File: config.mk
export PLATFORM = sky130hd
export DESIGN_NAME = alu_exec_unit_flat
export DESIGN_NICKNAME = d
export VERILOG_FILES = /design/src/rtl/alu_pkg.sv /design/src/rtl/alu_exec_unit_if.sv /design/src/rtl/alu_op_decode.sv /design/src/rtl/alu_exec_unit.sv /design/src/flat_wrapper.sv
export SDC_FILE = /design/constraint.sdc
export NUM_CORES = 1
export LEC_CHECK = 0
export ABC_CLOCK_PERIOD_IN_PS = 9600
export CAP_MARGIN = 10
export CORE_AREA = 2 2 247 249
export CTS_BUF_LIST = sky130_fd_sc_hd__clkbuf_16
export DETAILED_ROUTE_END_ITERATION = 6
export DIE_AREA = 0 0 249 251
export GPL_TIMING_DRIVEN = 0
export PLACE_DENSITY = 0.69
export RECOVER_POWER = 100
export SYNTH_ARGS = -nofsm -noshare
export SYNTH_HDL_FRONTEND = slang
export SYNTH_SLANG_ARGS = --single-unit
File: constraint.sdc
create_clock -name clk -period 9.6 [get_ports clk]
set_clock_uncertainty 0.1 [all_clocks]
set_input_delay 1.92 -clock clk [delete_from_list [all_inputs] [get_ports clk]]
set_output_delay 1.92 -clock clk [all_outputs]
set_load 0.02 [all_outputs]
File: src/rtl/alu_pkg.sv
// alu_pkg: shared encodings for the ALU execute unit.
//   - aluop encodings from the main control unit and R-type funct codes
//   - FSM state enum (exposed on the debug port)
//   - internal operation enum produced by alu_op_decode
package alu_pkg;

    localparam logic [2:0] ALUOP_ADD   = 3'b100;
    localparam logic [2:0] ALUOP_SUB   = 3'b111;
    localparam logic [2:0] ALUOP_AND   = 3'b101;
    localparam logic [2:0] ALUOP_OR    = 3'b110;
    localparam logic [2:0] ALUOP_RTYPE = 3'b010;

    localparam logic [5:0] FN_ADD   = 6'b100000;
    localparam logic [5:0] FN_SUB   = 6'b100010;
    localparam logic [5:0] FN_AND   = 6'b100100;
    localparam logic [5:0] FN_OR    = 6'b100101;
    localparam logic [5:0] FN_NOR   = 6'b100111;
    localparam logic [5:0] FN_SLT   = 6'b101010;
    localparam logic [5:0] FN_SLTU  = 6'b101011;
    localparam logic [5:0] FN_SLL   = 6'b000000;
    localparam logic [5:0] FN_SRL   = 6'b000010;
    localparam logic [5:0] FN_SRA   = 6'b000011;
    localparam logic [5:0] FN_MFHI  = 6'b010000;
    localparam logic [5:0] FN_MFLO  = 6'b010010;
    localparam logic [5:0] FN_MULT  = 6'b011000;
    localparam logic [5:0] FN_MULTU = 6'b011001;
    localparam logic [5:0] FN_DIV   = 6'b011010;
    localparam logic [5:0] FN_DIVU  = 6'b011011;

    typedef enum logic [1:0] {ST_IDLE, ST_MUL, ST_DIV, ST_FIN} alu_state_t;

    typedef enum logic [4:0] {
        OP_ADD, OP_SUB, OP_AND, OP_OR, OP_NOR, OP_SLT, OP_SLTU,
        OP_SLL, OP_SRL, OP_SRA, OP_MFHI, OP_MFLO,
        OP_MUL, OP_MULU, OP_DIV, OP_DIVU, OP_ILL
    } alu_op_t;

    function automatic logic op_is_mul(input alu_op_t op);
        return (op == OP_MUL) || (op == OP_MULU);
    endfunction

    function automatic logic op_is_div(input alu_op_t op);
        return (op == OP_DIV) || (op == OP_DIVU);
    endfunction

endpackage

File: src/rtl/alu_exec_unit_if.sv
// alu_exec_unit_if: operand/result bundle of the ALU execute unit.
// Handshake: a transfer happens on a rising clock edge where valid and
// ready are both 1. The producer holds valid and its payload stable until
// that edge; ready may change freely and never depends on valid of the
// same channel combinationally in a way that creates a loop.
//   master: issuer (ID/EX side) and result consumer (writeback side)
//   slave : the execute unit
// dbg_state exposes the unit's FSM state for observation.
interface alu_exec_unit_if
    import alu_pkg::*;
#(
    parameter int WIDTH = 32,
    parameter int SHW   = $clog2(WIDTH)
);
    logic             in_valid;
    logic             in_ready;
    logic [2:0]       aluop;
    logic [5:0]       funct;
    logic [WIDTH-1:0] opa;
    logic [WIDTH-1:0] opb;
    logic [SHW-1:0]   shamt;
    logic             out_valid;
    logic             out_ready;
    logic [WIDTH-1:0] result;
    logic             zero;
    logic             illegal;
    logic             div_zero;
    logic             busy;
    alu_state_t       dbg_state;

    modport master (
        output in_valid, aluop, funct, opa, opb, shamt, out_ready,
        input  in_ready, out_valid, result, zero, illegal, div_zero, busy, dbg_state
    );

    modport slave (
        input  in_valid, aluop, funct, opa, opb, shamt, out_ready,
        output in_ready, out_valid, result, zero, illegal, div_zero, busy, dbg_state
    );
endinterface

File: src/rtl/alu_op_decode.sv
// alu_op_decode: combinational translation of aluop/funct into the
// internal operation enum.
//   aluop, funct : from main control / instruction
//   op           : internal operation (OP_ILL for undefined codes)
//   illegal      : 1 when the code is undefined
module alu_op_decode
    import alu_pkg::*;
(
    input  logic [2:0] aluop,
    input  logic [5:0] funct,
    output alu_op_t    op,
    output logic       illegal
);
    always_comb begin
        op = OP_ILL;
        unique case (aluop)
            ALUOP_ADD: op = OP_ADD;
            ALUOP_SUB: op = OP_SUB;
            ALUOP_AND: op = OP_AND;
            ALUOP_OR:  op = OP_OR;
            ALUOP_RTYPE: begin
                case (funct)
                    FN_ADD:   op = OP_ADD;
                    FN_SUB:   op = OP_SUB;
                    FN_AND:   op = OP_AND;
                    FN_OR:    op = OP_OR;
                    FN_NOR:   op = OP_NOR;
                    FN_SLT:   op = OP_SLT;
                    FN_SLTU:  op = OP_SLTU;
                    FN_SLL:   op = OP_SLL;
                    FN_SRL:   op = OP_SRL;
                    FN_SRA:   op = OP_SRA;
                    FN_MFHI:  op = OP_MFHI;
                    FN_MFLO:  op = OP_MFLO;
                    FN_MULT:  op = OP_MUL;
                    FN_MULTU: op = OP_MULU;
                    FN_DIV:   op = OP_DIV;
                    FN_DIVU:  op = OP_DIVU;
                    default:  op = OP_ILL;
                endcase
            end
            default: op = OP_ILL;
        endcase
    end

    assign illegal = (op == OP_ILL);
endmodule

File: src/rtl/alu_exec_unit.sv
// alu_exec_unit: decodes aluop/funct and executes in one registered unit.
// Single-cycle ops produce a result one cycle after accept. mult/multu/
// div/divu iterate one bit per cycle on operand magnitudes (shift-add /
// restoring), then a FIN cycle applies sign correction and writes HI/LO.
//   clk, reset : clock, asynchronous active-high reset
//   bus        : operand/result handshake bundle (slave side)
module alu_exec_unit
    import alu_pkg::*;
#(
    parameter int WIDTH = 32,
    parameter int SHW   = $clog2(WIDTH)
)(
    input  logic              clk,
    input  logic              reset,
    alu_exec_unit_if.slave    bus
);
    localparam int AW = 2*WIDTH + 1;

    alu_state_t       state;
    logic [WIDTH-1:0] hi, lo, result_q;
    logic             out_valid_q, zero_q, illegal_q, div_zero_q;
    logic [AW-1:0]    acc;        // mul: {partial(W+1), multiplier}; div: {rem(W+1), quotient}
    logic [WIDTH-1:0] b_q;        // multiplicand / divisor magnitude
    logic [SHW-1:0]   count;
    logic             neg_q, neg_r;

    alu_op_t op;
    logic    dec_illegal;

    alu_op_decode u_dec (.aluop(bus.aluop), .funct(bus.funct), .op(op), .illegal(dec_illegal));

    logic in_ready, accept, multi, dz;
    assign in_ready = (state == ST_IDLE) && (!out_valid_q || bus.out_ready);
    assign accept   = bus.in_valid && in_ready;
    assign dz       = op_is_div(op) && (bus.opb == '0);
    assign multi    = op_is_mul(op) || (op_is_div(op) && !dz);

    // Single-cycle result
    logic [WIDTH-1:0] sc_result;
    always_comb begin
        sc_result = '0;
        case (op)
            OP_ADD:  sc_result = bus.opa + bus.opb;
            OP_SUB:  sc_result = bus.opa - bus.opb;
            OP_AND:  sc_result = bus.opa & bus.opb;
            OP_OR:   sc_result = bus.opa | bus.opb;
            OP_NOR:  sc_result = ~(bus.opa | bus.opb);
            OP_SLT:  sc_result[0] = $signed(bus.opa) < $signed(bus.opb);
            OP_SLTU: sc_result[0] = bus.opa < bus.opb;
            OP_SLL:  sc_result = bus.opb << bus.shamt;
            OP_SRL:  sc_result = bus.opb >> bus.shamt;
            OP_SRA:  sc_result = $signed(bus.opb) >>> bus.shamt;
            OP_MFHI: sc_result = hi;
            OP_MFLO: sc_result = lo;
            OP_DIV, OP_DIVU: sc_result = '1;  // only reached with a zero divisor
            default: sc_result = '0;
        endcase
    end

    // Operand magnitudes taken at accept; signed ops only
    logic             sgn_op;
    logic [WIDTH-1:0] a_mag, b_mag;
    assign sgn_op = (op == OP_MUL) || (op == OP_DIV);
    assign a_mag  = (sgn_op && bus.opa[WIDTH-1]) ? -bus.opa : bus.opa;
    assign b_mag  = (sgn_op && bus.opb[WIDTH-1]) ? -bus.opb : bus.opb;

    // One iteration of each algorithm
    logic [WIDTH:0]  mul_sum, div_shift, div_diff;
    logic [AW-1:0]   mul_next, div_next;
    always_comb begin
        mul_sum   = acc[0] ? (acc[AW-1:WIDTH] + {1'b0, b_q}) : acc[AW-1:WIDTH];
        mul_next  = {1'b0, mul_sum, acc[WIDTH-1:1]};
        div_shift = {acc[2*WIDTH-1:WIDTH], acc[WIDTH-1]};
        div_diff  = div_shift - {1'b0, b_q};
        div_next  = div_diff[WIDTH] ? {div_shift, acc[WIDTH-2:0], 1'b0}
                                    : {div_diff,  acc[WIDTH-2:0], 1'b1};
    end

    // Sign correction for FIN
    logic [2*WIDTH-1:0] prod_fix;
    logic [WIDTH-1:0]   quo_fix, rem_fix;
    always_comb begin
        prod_fix = neg_q ? -acc[2*WIDTH-1:0] : acc[2*WIDTH-1:0];
        quo_fix  = neg_q ? -acc[WIDTH-1:0] : acc[WIDTH-1:0];
        rem_fix  = neg_r ? -acc[2*WIDTH-1:WIDTH] : acc[2*WIDTH-1:WIDTH];
    end

    logic fin_div;  // FIN came from DIV rather than MUL

    always_ff @(posedge clk or posedge reset) begin
        if (reset) begin
            state       <= ST_IDLE;
            hi          <= '0;
            lo          <= '0;
            result_q    <= '0;
            out_valid_q <= 1'b0;
            zero_q      <= 1'b0;
            illegal_q   <= 1'b0;
            div_zero_q  <= 1'b0;
            acc         <= '0;
            b_q         <= '0;
            count       <= '0;
            neg_q       <= 1'b0;
            neg_r       <= 1'b0;
            fin_div     <= 1'b0;
        end else begin
            if (out_valid_q && bus.out_ready)
                out_valid_q <= 1'b0;
            case (state)
                ST_IDLE: begin
                    if (accept) begin
                        if (multi) begin
                            state   <= op_is_mul(op) ? ST_MUL : ST_DIV;
                            acc     <= {{(WIDTH+1){1'b0}}, a_mag};
                            b_q     <= b_mag;
                            count   <= SHW'(WIDTH-1);
                            neg_q   <= sgn_op && (bus.opa[WIDTH-1] ^ bus.opb[WIDTH-1]);
                            neg_r   <= sgn_op && bus.opa[WIDTH-1];
                            fin_div <= op_is_div(op);
                        end else begin
                            result_q    <= sc_result;
                            zero_q      <= (sc_result == '0);
                            illegal_q   <= dec_illegal;
                            div_zero_q  <= dz;
                            out_valid_q <= 1'b1;
                            if (dz) begin
                                lo <= '1;
                                hi <= bus.opa;
                            end
                        end
                    end
                end
                ST_MUL, ST_DIV: begin
                    acc <= (state == ST_MUL) ? mul_next : div_next;
                    if (count == '0)
                        state <= ST_FIN;
                    else
                        count <= count - SHW'(1);
                end
                ST_FIN: begin
                    if (fin_div) begin
                        hi       <= rem_fix;
                        lo       <= quo_fix;
                        result_q <= quo_fix;
                        zero_q   <= (quo_fix == '0);
                    end else begin
                        hi       <= prod_fix[2*WIDTH-1:WIDTH];
                        lo       <= prod_fix[WIDTH-1:0];
                        result_q <= prod_fix[WIDTH-1:0];
                        zero_q   <= (prod_fix[WIDTH-1:0] == '0);
                    end
                    illegal_q   <= 1'b0;
                    div_zero_q  <= 1'b0;
                    out_valid_q <= 1'b1;
                    state       <= ST_IDLE;
                end
                default: state <= ST_IDLE;
            endcase
        end
    end

    assign bus.in_ready  = in_ready;
    assign bus.out_valid = out_valid_q;
    assign bus.result    = result_q;
    assign bus.zero      = zero_q;
    assign bus.illegal   = illegal_q;
    assign bus.div_zero  = div_zero_q;
    assign bus.busy      = (state != ST_IDLE);
    assign bus.dbg_state = state;
endmodule

File: src/flat_wrapper.sv
// flat-port wrapper written by rule: the top's interface ports become plain ports
module alu_exec_unit_flat import alu_pkg::*;
#(
    parameter int WIDTH = 32,
    parameter int SHW   = $clog2(WIDTH)
)
  (clk, reset, bus_in_valid, bus_aluop, bus_funct, bus_opa, bus_opb, bus_shamt, bus_out_ready, bus_in_ready, bus_out_valid, bus_result, bus_zero, bus_illegal, bus_div_zero, bus_busy, bus_dbg_state);
  alu_exec_unit_if #(.WIDTH(WIDTH), .SHW(SHW)) bus_i ();
  input  logic clk;
  input  logic reset;
  input wire logic [$bits(bus_i.in_valid)-1:0] bus_in_valid;
  input wire logic [$bits(bus_i.aluop)-1:0] bus_aluop;
  input wire logic [$bits(bus_i.funct)-1:0] bus_funct;
  input wire logic [$bits(bus_i.opa)-1:0] bus_opa;
  input wire logic [$bits(bus_i.opb)-1:0] bus_opb;
  input wire logic [$bits(bus_i.shamt)-1:0] bus_shamt;
  input wire logic [$bits(bus_i.out_ready)-1:0] bus_out_ready;
  output wire logic [$bits(bus_i.in_ready)-1:0] bus_in_ready;
  output wire logic [$bits(bus_i.out_valid)-1:0] bus_out_valid;
  output wire logic [$bits(bus_i.result)-1:0] bus_result;
  output wire logic [$bits(bus_i.zero)-1:0] bus_zero;
  output wire logic [$bits(bus_i.illegal)-1:0] bus_illegal;
  output wire logic [$bits(bus_i.div_zero)-1:0] bus_div_zero;
  output wire logic [$bits(bus_i.busy)-1:0] bus_busy;
  output wire logic [$bits(bus_i.dbg_state)-1:0] bus_dbg_state;
  assign bus_i.in_valid = bus_in_valid;
  assign bus_i.aluop = bus_aluop;
  assign bus_i.funct = bus_funct;
  assign bus_i.opa = bus_opa;
  assign bus_i.opb = bus_opb;
  assign bus_i.shamt = bus_shamt;
  assign bus_i.out_ready = bus_out_ready;
  assign bus_in_ready = bus_i.in_ready;
  assign bus_out_valid = bus_i.out_valid;
  assign bus_result = bus_i.result;
  assign bus_zero = bus_i.zero;
  assign bus_illegal = bus_i.illegal;
  assign bus_div_zero = bus_i.div_zero;
  assign bus_busy = bus_i.busy;
  assign bus_dbg_state = bus_i.dbg_state;
  alu_exec_unit #(.WIDTH(WIDTH), .SHW(SHW)) u_core (.clk(clk), .reset(reset), .bus(bus_i));
endmodule
Word-level counts from Yosys, hierarchy flattened
Memories as Yosys holds them, arrays and structs flattened. Cells that the tools add are included.

Register bits after elaboration: 207. Memory bits (read-only): 320. Memories: 1. Output and inout port bits: 40.

Equal/unequal tests: 30. Bitwise gates (word level): 4. Reductions and logical operators: 33. $lt $le $gt $ge: 2. Add/sub/neg operators: 10. Mux-type cells: 50. Shift-type cells: 3.

Memory list: (name not given) (words 64, bits a word 5, read ports 1, clocked after memory_dff 0, write ports 0, line alu_op_decode.sv:22) `case (funct)`.

Operators with widths (number): 32-bit 2-to-1 mux (14); 31-bit case mux with 11 select lines (1); 65-bit 2-to-1 mux (4); 32-bit case mux with 2 select lines (3); 65-bit case mux with 2 select lines (1); 32-bit logical NOT (4); 32-bit negator (4); 32-bit < comparator (2); 64-bit 2-to-1 mux (1); 64-bit negator (1); 5-bit by 4-bit equality test with 1-bit output (second input constant) (8); 33-bit by 32-bit adder with 33-bit output (1); 33-bit 2-to-1 mux (1); 33-bit by 32-bit subtractor with 33-bit output (1); 32-bit adder (1); 32-bit bitwise AND (1); 32-bit NOT (1); 32-bit bitwise OR (1); 32-bit by 5-bit << shifter with 32-bit output (1); 32-bit by 5-bit >> shifter with 32-bit output (1); 32-bit by 5-bit >>> shifter with 32-bit output (1); 32-bit subtractor (1); 5-bit case mux with 5 select lines (1); 5-bit by 3-bit equality test with 1-bit output (second input constant) (4); 27 further kinds (73).

Logic depth before layout (Yosys ltp)
Gate-level depths: netlist (run 1).

Depth after elaboration: 11. Mapped depth: 25. Gate-level depth less buffers: 23.

Cells and area by module
Synthesis (run 1) repeated with hierarchy kept, for this count alone.

Cells, all modules: 3488. Area total of the unflattened synthesis: 26590.5 um^2.

Modules (own cells, without submodules): alu_exec_unit (area an instance 26192.6 um^2, cells each 3434, seq. area each 5180.0 um^2, times used 1); alu_op_decode (area an instance 397.9 um^2, cells each 54, seq. area each 0.0 um^2, times used 1).

Worst setup path after synthesis (run 1)
OpenSTA, ideal clock, no wires.

Path kind: input-to-reg. Start point: in bus_opb[11]. End point: reg u_core.zero_q (netlist: u_core.bus.zero). Data required time: 9.408 ns. Setup slack: 3.819 ns. Stages: 17. Library setup time: 0.092 ns. Buffers on the path: 2. Arrival time: 5.589 ns. Cells stage by stage: clkbuf_1 inv_1 ha_1 clkbuf_1 inv_1 a21oi_1 o31ai_1 a2111oi_0 nor3_1 o31ai_1 a21oi_1 nor3_1 o311ai_0 and3_1 a211o_1 or4_1 o31ai_2.

Cells in the longest elaborated chain, start to end: 7. Elaborated cells between the ends (all ways): 23. Those cells by class: add/sub (2); order compare (2); eq/ne (1); shift (3); mux (5); bitwise (3); reduce/logical (7).

RTL lines: start: declaration (line flat_wrapper.sv:15) `input wire logic [$bits(bus_i.opb)-1:0] bus_opb;`; branches (longest 7 deep; another with 32-bit subtractor); end signal: assignment (line alu_exec_unit.sv:122) `zero_q <= (sc_result == '0);`; end signal: assignment (line alu_exec_unit.sv:145) `zero_q <= (quo_fix == '0);`; end signal: assignment (line alu_exec_unit.sv:150) `zero_q <= (prod_fix[WIDTH-1:0] == '0);`; end: declaration (line alu_exec_unit.sv:21) `logic out_valid_q, zero_q, illegal_q, div_zero_q;`.

Parallel ways; which one is timed is not known. The select of a mux whose other input is x is not followed. A chain may end at the register's enable or synchronous reset.

Worst setup path after layout (run 1)
Start point: in bus_funct[0]. End point: reg u_core.zero_q (netlist: u_core.bus.zero).

Cells in the longest elaborated chain, start to end: 10. Elaborated cells between the ends (all ways): 33. Those cells by class: eq/ne (16); mux (6); reduce/logical (10); memory (1).

RTL lines: start: declaration (line flat_wrapper.sv:13) `input wire logic [$bits(bus_i.funct)-1:0] bus_funct;`; memory read 64 x 5 bit *; 5-bit case mux with 5 select lines * (line alu_op_decode.sv:16) `unique case (aluop)`; branches (longest 8 deep; another with 32-bit logical NOT).

Every way passes the cells marked *. The select of a mux whose other input is x is not followed.

==> results of run 1 <==
[cell usage after synthesis (19+ instances only)]
master    instances  share of area
xor2_1           58          0.019
mux2i_1         145          0.054
nand3_1          70          0.013
inv_1           177          0.025
o41ai_1          20         0.0065
o31ai_1          43          0.012
nor2_1          250          0.035
a31oi_1          48          0.011
o21ai_0         365          0.068
nand2_1         456          0.064
o22ai_1          19         0.0044
nor4_1           35         0.0082
o21bai_1         22         0.0062
buf_1            19         0.0027
nand2b_1         37         0.0087
ha_1            184          0.086
a211oi_1         75          0.021
o211ai_1         39          0.011
a21oi_1         271          0.051
a22oi_1          20         0.0056
nand4_1          32         0.0075
xnor2_1         136          0.045
or3_1            26         0.0061
mux4_2           34          0.029
a21o_1           49          0.014
dfrtp_1         207           0.19
nor3_1           85          0.016
clkbuf_1        182          0.026
and2_1           19         0.0044
nor2b_1          30         0.0070
mux2_2           48          0.020
buf_2            38         0.0071
[cell families (layout without fill, tap and decap cells)]
| logic type | after synthesis | in the layout | synth area share |
|---|---|---|---|
| compound gates | 1184 | 1184 | 0.282 |
| xor+xnor | 194 | 194 | 0.0635 |
| fa+ha+maj | 188 | 188 | 0.0891 |
| buf+inv | 440 | 611 | 0.0676 |
| flops | 207 | 207 | 0.194 |
| mux | 230 | 230 | 0.104 |
| other cells | 0 | 4 | 0 |
| simple gates | 1142 | 1142 | 0.200 |
[through the flow]
step                      setup TNS [ns]  hold slack (ns)  cell area, um2
after floorplan                        0            0.342           26800
after CTS                              0            0.385           29900
final                                  0            0.374           29800
after global placement           -211.92            0.365           28900
after detailed placement               0            0.372           29000
after global routing                   0            0.396           29800
[final cells by class]
type / count / area [um2]
Inverter: 180 / 677
Fill cell: 6080 / 30000
Buffer: 260 / 1120
Clock inverter: 20 / 231
Multi-Input combinational cell: 2938 / 19700
Timing Repair Buffer: 125 / 1220
Sequential cell: 207 / 5180
Clock buffer: 26 / 651
Antenna cell: 4 / 10.0
Tap cell: 782 / 978
[state kept, by name, summed over array words and instances (netlist names)]
name / cells
u_core.acc: 65
u_core.b_q: 32
u_core.bus.result: 32
u_core.hi: 32
u_core.lo: 32
u_core.count: 5
u_core.bus.dbg_state: 2
u_core.bus.div_zero: 1
u_core.bus.illegal: 1
u_core.bus.out_valid: 1
u_core.bus.zero: 1
u_core.fin_div: 1
u_core.neg_q: 1
u_core.neg_r: 1
[layer usage]
metal  part of all wire  routed length [um]  GRT usage  vias up
li1                   -                   -          -    13400
met1               0.38               58200      0.593    15000
met4              0.097               15100      0.371        0
met3               0.12               18100      0.132      622
met5                  0                   0          0        -
met2               0.41               63300      0.710     2311
[how the worst min path moves through the flow]
stage | startpoint | to | slack [ns] | cells after the start
finish | u_core.bus.result[2] | u_core.bus.result[2] | 0.37 | 1
global route | u_core.bus.result[28] | u_core.bus.result[28] | 0.40 | 2
CTS | u_core.bus.result[28] | u_core.bus.result[28] | 0.38 | 2
detailed placement | u_core.bus.result[28] | u_core.bus.result[28] | 0.37 | 2
global placement | u_core.bus.result[28] | u_core.bus.result[28] | 0.36 | 2
floorplan | u_core.lo[15] | u_core.lo[15] | 0.34 | 1
[power breakdown]
part	internal [uW]	switching, uW
logic	1490	2980
clock network	625	422
registers	1200	442
total	3320	3840
[critical path, stage by stage]
cell and delay (ns):
dlygate4sd3_1 0.74, inv_1 0.12, ha_1 0.30, or3_1 0.30, a21oi_1 0.21, a31oi_1 0.18, nor2_1 0.77, clkbuf_1 0.72
buf_4 0.37, nor3_1 0.09, a2111oi_0 0.95, o211ai_1 0.35, a211oi_1 0.91, nand4_1 0.15, nor4_1 0.52, nand4b_1 0.20
or4_1 0.45, o31ai_1 0.20
==> flow_metrics.env, run 1 <==
export IMPL_ir_drop_v=0.000179
export IMPL_syn_nets=3855
export IMPL_layout_drive_gt1_share=0.0588
export IMPL_hp_class="reg -> reg"
export IMPL_vias_per_cell=6.90
export IMPL_core_um2=59800
export IMPL_utilization=0.498
export IMPL_worst_setup_path_end_kind="register"
export IMPL_io_pins=122
export IMPL_cts_tree="done"
export IMPL_rsz0062_at_grt="false"
export IMPL_synthFlopType="dfrtp_1"
export IMPL_r2r_cells=24
export IMPL_r2r_setup_slack_ns=1.81
export IMPL_nets=4008
export IMPL_numCtsBuffers=26
export IMPL_total_power_uw=7160
export IMPL_crit_arrival_ns=9.47
export IMPL_drc=2
export IMPL_slew_headroom=-2.18
export IMPL_clockBufferDepth=3
export IMPL_path_max_fanout=10
export IMPL_syn_to_final_growth_pct=11.3
export IMPL_min_period_ns=9.10
export IMPL_cp_start_kind="input port"
export IMPL_max_cap_violations=3
export IMPL_place_ws_ns=0.920
export IMPL_wirelength_um=155000
export IMPL_worstSetupPathType="in -> reg"
export IMPL_worstReg2RegStart="u_core.acc[31]"
export IMPL_track_usage=0.480
export IMPL_grt_pass1_vias=29300
export IMPL_period_share=0.948
export IMPL_cts_setup_buffers=0
export IMPL_first_iter_violations=4330
export IMPL_synth_area_um2=26800
export IMPL_route_vias_total=31400
export IMPL_die_area_um2=62500
export IMPL_endpoint="u_core.bus.zero"
export IMPL_status="complete, but fails checks"
export IMPL_floorplan_initialDensity=0.447
export IMPL_setup_viol_count_final=0
export IMPL_cts_resized=0
export IMPL_fin_cells=4542
export IMPL_worst_ep_required_time_ns=9.97
export IMPL_failed_checks="DRC, capacitance limit, slew limit"
export IMPL_die_w_um=249
export IMPL_power_leakage_uw=0.0122
export IMPL_grt_max_degree=105
export IMPL_routabilityCongestion=1.13
export IMPL_synth_seq_area_share=0.194
export IMPL_worst_pin_slew_ns=4.75
export IMPL_htreeDepth=1
export IMPL_syn_inst=3585
export IMPL_grt_pass1_wl_um=217000
export IMPL_wl_per_cell_um=34.0
export IMPL_fp_row_count=90
export IMPL_fin_ws_ns=0.503
export IMPL_power_density_nw_per_um2=240
export IMPL_startpoint="bus_funct[0]"
export IMPL_ys_warnings_count=0
export IMPL_dp_hpwl_um=124000
export IMPL_synth_seq_cells=207
export IMPL_path_clk_slew_ns=0.06
export IMPL_synth_edf_count=0
export IMPL_hold_viol=0
export IMPL_clock_sinks=207
export IMPL_postCtsHoldBufs=0
export IMPL_firstDrtPassIters=7
export IMPL_avgSynthCellArea_um2=7.46
export IMPL_clockRootBuffer="clkbuf_16"
export IMPL_antenna_found_initial=4
export IMPL_reg2reg_to="u_core.acc[34]"
export IMPL_placedCellCount=4490
export IMPL_ys_types=102
export IMPL_io_buffers=117
export IMPL_ant_nets=0
export IMPL_final_cell_mix="nand2_1 (457), o21ai_0 (367), a21oi_1 (272), nor2_1 (252), dfrtp_1 (207)"
export IMPL_finalMaxSlewViolations=210
export IMPL_overflow=0
export IMPL_final_common_cell="nand2_1"
export IMPL_synthArstFlopShare=1.00
export IMPL_die_h_um=251
export IMPL_clk_latency_ns=0.57
export IMPL_max_freq_mhz=110
(Power assumes the default switching activity.)
==> run 2: changes to the inputs <==
ABC_CLOCK_PERIOD_IN_PS = 10100   (was 9600)
SLEW_MARGIN = 5   (was not set)
clock period = 10.1 ns   (was 9.6 ns; I/O delays follow)
==> run 2 against run 1 <==
  * The flow finishes with violations (capacitance limit, slew limit)
  * Critical path depth stayed put
  * Worst hold slack gained 0.0034 ns
  * Sequential power is 5% lower
  * Cell count hardly changed
  * Highest routed layer is now met5
==> flow_metrics.env, run 2 (synthesized netlist as in run 1, its figures left out) <==
export IMPL_status="complete, but fails checks"
export IMPL_failed_checks="capacitance limit, slew limit"
export IMPL_worstSetupPathType="in -> reg"
export IMPL_vias_per_cell=6.92
export IMPL_wl_per_cell_um=34.0
export IMPL_whs_path_depth=2
export IMPL_die_area_um2=62500
export IMPL_setup_tns_ns=0
export IMPL_cts_tree="done"
export IMPL_first_iter_violations=4446
export IMPL_worst_ep_required_time_ns=10.49
export IMPL_die_h_um=251
export IMPL_floorplan_initialDensity=0.447
export IMPL_cts_resized=0
export IMPL_fin_ws_ns=0.881
export IMPL_path_max_fanout=10
export IMPL_place_area_um2=29000
export IMPL_clk_latency_ns=0.58
export IMPL_overflow=0
export IMPL_hold_viol=0
export IMPL_antenna_found_initial=8
export IMPL_fp_row_count=90
export IMPL_grt_max_degree=105
export IMPL_finalMaxSlewViolations=210
export IMPL_syn_to_final_growth_pct=11.6
export IMPL_hp_class="reg -> reg"
export IMPL_numCtsBuffers=26
export IMPL_max_freq_mhz=108
export IMPL_core_um2=59800
export IMPL_layout_drive_gt1_share=0.0599
export IMPL_min_period_ns=9.22
export IMPL_largest_reg_flops=65
export IMPL_cp_start_kind="input port"
export IMPL_die_w_um=249
export IMPL_postCtsHoldBufs=0
export IMPL_fin_area_um2=29900
export IMPL_nets=4004
export IMPL_htreeDepth=1
export IMPL_final_cell_mix="nand2_1 (457), o21ai_0 (367), a21oi_1 (272), nor2_1 (251), dfrtp_1 (207)"
export IMPL_power_density_nw_per_um2=230
export IMPL_grt_pass1_wl_um=217000
export IMPL_routabilityCongestion=1.13
export IMPL_drc=0
export IMPL_setup_viol_count_final=0
export IMPL_clockBufferDepth=3
export IMPL_ir_drop_v=0.000141
export IMPL_wirelength_um=155000
export IMPL_track_usage=0.481
export IMPL_worst_setup_path_end_kind="register"
export IMPL_r2r_cells=24
export IMPL_slew_headroom=-2.20
export IMPL_io_pins=122
export IMPL_final_common_cell="nand2_1"
export IMPL_period_share=0.913
export IMPL_max_cap_violations=2
export IMPL_io_buffers=117
export IMPL_dp_hpwl_um=124000
export IMPL_crit_chain="dlygate4sd3_1, inv_1, ha_1, or3_1, a21oi_1, a31oi_1, nor2_1, clkbuf_1, buf_4, nor3_1, a2111oi_0, o211ai_1, a211oi_1, nand4_1, nor4_1, nand4b_1, or4_1, o31ai_1"
export IMPL_clockRootBuffer="clkbuf_16"
export IMPL_fillers=6004
export IMPL_place_ws_ns=1.33
export IMPL_route_vias_total=31400
export IMPL_rsz0062_at_grt="false"
export IMPL_firstDrtPassIters=6
export IMPL_slowest_delay_ns=0.99
export IMPL_clock_sinks=207
export IMPL_path_clk_slew_ns=0.06
export IMPL_worst_pin_slew_ns=4.78
export IMPL_slowest_stage="a2111oi_0"
export IMPL_crit_arrival_ns=9.61
export IMPL_largest_register="u_core.acc"
export IMPL_power_leakage_uw=0.0122
export IMPL_ant_nets=0
export IMPL_grt_pass1_vias=29300
export IMPL_cts_setup_buffers=0
export IMPL_fin_hold_ws_ns=0.377
## run 2: critical path, delay by kind of cell
kind / cells / cell delay (ns)
AO/OA/AOI/OAI: 6 / 2.85
buffers and inverters: 4 / 1.97
adder cells (fa/ha/maj): 1 / 0.27
AND/OR/NAND/NOR: 7 / 2.46
## run 2: cell type report
class | instances | area, um2 | area share
well taps | 782 | 978 | 0.0328
repair buffers | 121 | 1190 | 0.0399
plain buffers | 260 | 1120 | 0.0375
flip-flops and latches | 207 | 5180 | 0.173
clock buffers | 26 | 651 | 0.0218
multi-input cells | 2938 | 19700 | 0.661
diodes | 8 | 20.0 | 0.000670
clock inverters | 22 | 295 | 0.00989
inverters | 180 | 677 | 0.0227
## run 2: metrics by stage
stage,instances,util,total power (uW)
floorplan,3585,-,4050
global placement,4484,0.483,5580
detailed placement,4488,0.484,5620
CTS,4536,0.500,6680
global route,4536,0.499,7150
finish,4544,0.499,6860
## run 2: worst paths after layout
check,from,end,slack (ns)
setup / recovery,bus_funct[1],u_core.bus.zero,0.88
hold / removal,u_core.bus.result[5],u_core.bus.result[5],0.38
setup reg to reg,u_core.acc[31],u_core.acc[34],2.41
hold reg to reg,u_core.bus.result[5],u_core.bus.result[5],0.38
max in group asynchronous,reset,u_core.bus.result[28],2.53
min in group asynchronous,reset,u_core.b_q[8],3.26
## run 2: where the power goes
part	leakage [uW]	switching [uW]	total (uW)	internal, uW
clock network	0.000473	411	1060	648
logic	0.00921	2830	4240	1410
registers	0.00256	414	1560	1140
## run 2: layer usage
layer	wire, um	share of wire	global-route usage
met5	53	0.00034	0
met4	15000	0.097	0.373
met3	18500	0.12	0.139
met2	63000	0.41	0.707
met1	58000	0.38	0.592
